**src/rtl/clkdiv_pkg.sv**
```systemverilog
// Shared types for the multi-channel clock divider: divisor width and per-channel state.
package clkdiv_pkg;

    localparam int CNT_W_DEF = 20;

    typedef logic [CNT_W_DEF-1:0] div_t;

    typedef struct packed {
        div_t active;
        div_t shadow;
        div_t cnt;
        logic pending;
    } chan_state_t;

endpackage

```
**src/rtl/clkdiv_channel.sv**
```systemverilog
// One divider channel: period counter, shadow divisor and boundary-aligned apply.
// Outputs are registered from the next-state counter so they line up with cnt.
module clkdiv_channel
    import clkdiv_pkg::*;
(
    input  logic clk,
    input  logic rst,
    input  logic load_en,
    input  div_t load_div,
    input  logic sync,
    output logic clk_out,
    output logic tick,
    output logic pending
);

    chan_state_t r_st;
    chan_state_t w_st_nxt;
    logic        r_clk_out;
    logic        r_tick;
    logic        w_last;
    logic        w_apply;
    logic        w_clk_nxt;
    logic        w_tick_nxt;
    div_t        w_half;

    always_comb begin
        w_st_nxt = r_st;
        w_last   = (r_st.active != '0) && (r_st.cnt == r_st.active - div_t'(1));
        w_apply  = r_st.pending && ((r_st.active == '0) || w_last || sync);
        if (w_apply) begin
            w_st_nxt.active  = r_st.shadow;
            w_st_nxt.cnt     = '0;
            w_st_nxt.pending = 1'b0;
        end else begin
            // load_en only arrives when nothing is pending, so it never races an apply
            if (load_en) begin
                w_st_nxt.shadow  = load_div;
                w_st_nxt.pending = 1'b1;
            end
            if ((r_st.active == '0) || sync || w_last) begin
                w_st_nxt.cnt = '0;
            end else begin
                w_st_nxt.cnt = r_st.cnt + div_t'(1);
            end
        end
    end

    always_comb begin
        w_half     = w_st_nxt.active >> 1;
        w_clk_nxt  = (w_half != '0) && (w_st_nxt.cnt < w_half);
        w_tick_nxt = (w_st_nxt.active != '0) &&
                     (w_st_nxt.cnt == w_st_nxt.active - div_t'(1));
    end

    always_ff @(posedge clk or negedge rst) begin
        if (!rst) begin
            r_st      <= '0;
            r_clk_out <= 1'b0;
            r_tick    <= 1'b0;
        end else begin
            r_st      <= w_st_nxt;
            r_clk_out <= w_clk_nxt;
            r_tick    <= w_tick_nxt;
        end
    end

    assign clk_out = r_clk_out;
    assign tick    = r_tick;
    assign pending = r_st.pending;

endmodule

```
**src/rtl/multi_clock_divider.sv**
```systemverilog
// N_CH independent programmable clock dividers sharing one write port and one sync input.
// A write to a channel with an unapplied divisor stalls; out-of-range channels are accepted and dropped.
module multi_clock_divider
    import clkdiv_pkg::*;
#(
    parameter  int N_CH  = 4,
    parameter  int CNT_W = CNT_W_DEF,
    localparam int CH_W  = (N_CH > 1) ? $clog2(N_CH) : 1
) (
    input  logic             clk,
    input  logic             rst,
    input  logic             wr_valid,
    output logic             wr_ready,
    input  logic [CH_W-1:0]  wr_ch,
    input  logic [CNT_W-1:0] wr_div,
    input  logic             sync,
    output logic [N_CH-1:0]  clk_out,
    output logic [N_CH-1:0]  tick,
    output logic [N_CH-1:0]  pending
);

    // Channel state is built on the package divisor type, so the widths must agree.
    if (CNT_W != CNT_W_DEF) begin : g_bad_width
        $error("multi_clock_divider: CNT_W must equal clkdiv_pkg::CNT_W_DEF");
    end

    logic [N_CH-1:0] w_sel;
    logic [N_CH-1:0] w_load;

    always_comb begin
        w_sel = '0;
        for (int i = 0; i < N_CH; i++) begin
            w_sel[i] = (wr_ch == CH_W'(i));
        end
    end

    assign wr_ready = ~|(w_sel & pending);
    assign w_load   = w_sel & {N_CH{wr_valid & wr_ready}};

    for (genvar g = 0; g < N_CH; g++) begin : g_ch
        clkdiv_channel u_ch (
            .clk      (clk),
            .rst      (rst),
            .load_en  (w_load[g]),
            .load_div (wr_div),
            .sync     (sync),
            .clk_out  (clk_out[g]),
            .tick     (tick[g]),
            .pending  (pending[g])
        );
    end

endmodule
```
**config.mk**
```make
export PLATFORM = sky130hd
export DESIGN_NAME = multi_clock_divider
export DESIGN_NICKNAME = d
export VERILOG_FILES = /design/src/rtl/clkdiv_pkg.sv /design/src/rtl/clkdiv_channel.sv /design/src/rtl/multi_clock_divider.sv
export SDC_FILE = /design/constraint.sdc
export NUM_CORES = 1
export LEC_CHECK = 0
export ABC_AREA = 1
export CORE_UTILIZATION = 36
export CTS_CLUSTER_SIZE = 10
export DETAILED_ROUTE_END_ITERATION = 8
export PLACE_DENSITY = 0.54
export SYNTH_ARGS = -nofsm -noshare
export SYNTH_HDL_FRONTEND = slang
export SYNTH_SLANG_ARGS = --single-unit
```
**constraint.sdc**
```tcl
create_clock -name clk -period 4.8 [get_ports clk]
set_clock_uncertainty 0.1 [all_clocks]
set_input_delay 0.48 -clock clk [delete_from_list [all_inputs] [get_ports clk]]
set_output_delay 0.48 -clock clk [all_outputs]
set_load 0.005 [all_outputs]
```
==> results.yml <==
finish:
  drive_gt1_share_pct: 6.09
  antenna_cells: 0
  final_net_count: 3165
  postLayoutCellArea_um2: 22000
  syn2layout_area_growth_pct: 10.0
  layout.cells.non_filler: 3808
  final_util_pct: 40.4
detailed_routing:
  ant_nets: 0
  drt_iter0_drc: 1544
  drt-total-wl_mm: 61.6
  firstDrtPassIters: 7
  wl_per_cell_um: 16.2
  via_per_inst: 4.94
  drc: 0
  via_count: 18808
place:
  placement.cell_area_um2: 21100
  numPortBuffers: 38
  place.gp.congestion: 0.948
  hpwl_mm: 49.1
  place_inst: 3760
synthesis:
  synthArstFlopShare_pct: 100
  syn_area_um2: 20000
  postSynthCellCount: 3022
  ys_warn_count: 0
  synthTopCellsByArea: "dfrtp_1 (32%), nand2_1 (18%), inv_1 (7.5%), nand3_1 (7.2%), nor2_1 (6.9%)"
  yosysUniqueCellTypes: 49
  avgSynthCellArea_um2: 6.61
  synth_edf_count: 0
  ys_seq_elements: 252
  synth_top_area_share_pct: 31.6
  syn_nets: 3132
  yosysTopAreaCell: "dfrtp_1"
  ys_seq_area_share_pct: 31.6
  synthFlopType: "dfrtp_1"
timing:
  period_share_pct: 88.5
  tightest_slew_ps: 1090
  final_hold_viol_count: 0
  slew_viol_final: 0
  fmax_mhz: 235
  setup_tns_ps: 0
  max_slew_margin_pct: 27.0
  setup_viol: 0
  finalCriticalPeriod_ps: 4250
  rsz0062_at_grt: "no"
job:
  cap_violations: 0
worst_setup_path:
  worst_path_largest_cell_delay_ps: 470
  worstPathArrival_ps: 4570
  critical_path_class: "flip-flop to flip-flop"
  cp_common_cell: "nand2_1"
  crit_buf_inv: 2
  critical-path-top-delay-family: "simple AND/OR/NAND/NOR gates"
  worstPathMaxFanout: 29
  start_kind: "flip-flop"
  cp_slowest_cell: "dfrtp_1"
  end_kind: "flip-flop"
  required_ps: 5130
floorplan:
  num_rows: 85
  initial_core_util_pct: 36.7
  core_area_um2: 54300
  die_w_um: 237
  fp.dieH_um: 237
  die-area_um2: 56400
  io_pins: 39
clocking:
  cts_tree: "done"
  cts_root_buffer: "clkbuf_16"
  cts.sink_count: 252
  numCtsBuffers: 31
  htreeDepth: 1
  clock_latency_ps: 570
  clockBufferDepth: 3
  cts.clk_slew.worst_paths_ps: 60
  post_cts_buffers: 0
pwr:
  powerDensity_nw_per_um2: 470
  leakagePower_uw: 0.0114
  ir_drop_uv: 273
hold_path:
  hold_class: "input port to asynchronous set/reset pin"
global_route:
  grt_pass1_vias: 18087
  grt_first_pass_wirelength_mm: 98.6
  grt_max_degree: 100
  antenna_found_initial: 0
  grt_remaining_overflow: 0
  grtUsageTotal_pct: 22.0
run_status:
  status: "finished, final reports clean"
-- state kept, by name (all words and copies together) (netlist names) --
register / flops
g_ch.u_ch.tick: 4
g_ch.u_ch.pending: 4
g_ch.u_ch.r_st: 240
g_ch.u_ch.clk_out: 4
-- layout make-up --
class,count,area (um^2)
fillers,5769,32400
flip-flops and latches,252,6310
inverters,407,1530
clock buffers,43,851
clock inverters,4,45.0
repair buffers,71,661
multi-input cells,2292,11700
well taps,739,925
-- metal layers --
layer	vias to the layer above	global-route usage (%)	routed length, um
li1	9566	-	-
met1	8738	31.2	30000
met2	417	35.4	27200
met3	87	2.32	2840
met4	0	6.22	1620
met5	-	0	0
-- cell families (layout without fill, tap and decap cells) --
logic type	after synthesis	after routing	share of synthesized area, %
AOI/OAI and AO/OA	224	224	6.21
buffers and inverters	478	525	10.1
xor gates and xnor gates	139	139	6.44
adders and majority gates	84	84	5.26
and+or+nand+nor	1845	1845	40.4
DFF	252	252	31.6
-- metrics by stage --
step	hold WS, ps	worst slack (ps)	total power [uW]
final	375	552	10300
after global routing	415	75.9	11200
after CTS	377	601	10400
after detailed placement	374	625	8140
after global placement	368	526	8090
after floorplan	84.4	1460	6710
-- cell usage in the layout (no fill, tap or decap), drive strengths merged, types with 41 or more instances in the layout --
master and instances:
a21oi 41, clkbuf 43, dfrtp 252, ha 84, inv 405, nand2 983
nand3 292, nand3b 60, nor2 408, o21ai 152, xnor2 45, xor2 89
-- where the power goes --
group          internal [uW]  switching [uW]
Sequential              2580             543
Clock                   1260             915
Combinational           1650            3390
-- final timing paths --
kind | start | end | slack, ps | cells after the start
max | g_ch[2].u_ch.r_st[50]$_DFF_PN0_ | g_ch[2].u_ch.clk_out$_DFF_PN0_ | 550 | 25
max reg2reg | g_ch[2].u_ch.r_st[50]$_DFF_PN0_ | g_ch[2].u_ch.clk_out$_DFF_PN0_ | 550 | 25
min in group clk | g_ch[2].u_ch.r_st[22]$_DFFE_PN0P_ | g_ch[2].u_ch.r_st[22]$_DFFE_PN0P_ | 390 | 2
max in group asynchronous | rst | g_ch[1].u_ch.r_st[49]$_DFF_PN0_ | 3170 | 3
min | rst | g_ch[0].u_ch.r_st[17]$_DFF_PN0_ | 380 | 2
min reg2reg | g_ch[2].u_ch.r_st[22]$_DFFE_PN0P_ | g_ch[2].u_ch.r_st[22]$_DFFE_PN0P_ | 390 | 2
-- synthesized netlist by cell type, types with 10 or more instances --
library cell / instances
buf_2: 10
buf_6: 19
buf_4: 15
or2_2: 11
nand2_2: 30
nand4_1: 37
nor3_1: 33
xnor2_1: 45
nor2_2: 31
nor2_1: 367
a21oi_1: 40
clkbuf_1: 27
o21ai_0: 132
o21ai_1: 15
nand3b_1: 60
ha_1: 84
nand3_1: 286
nand2_1: 947
dfrtp_1: 252
inv_1: 399
xor2_1: 89
-- timing repair --
item	in CTS	in global routing
endpoints found under the setup margin	0	0
hold buffers	1	0
endpoints found under the hold margin	67	0
resized for setup	0	0
No activity file was read; power rests on OpenSTA's default activity.
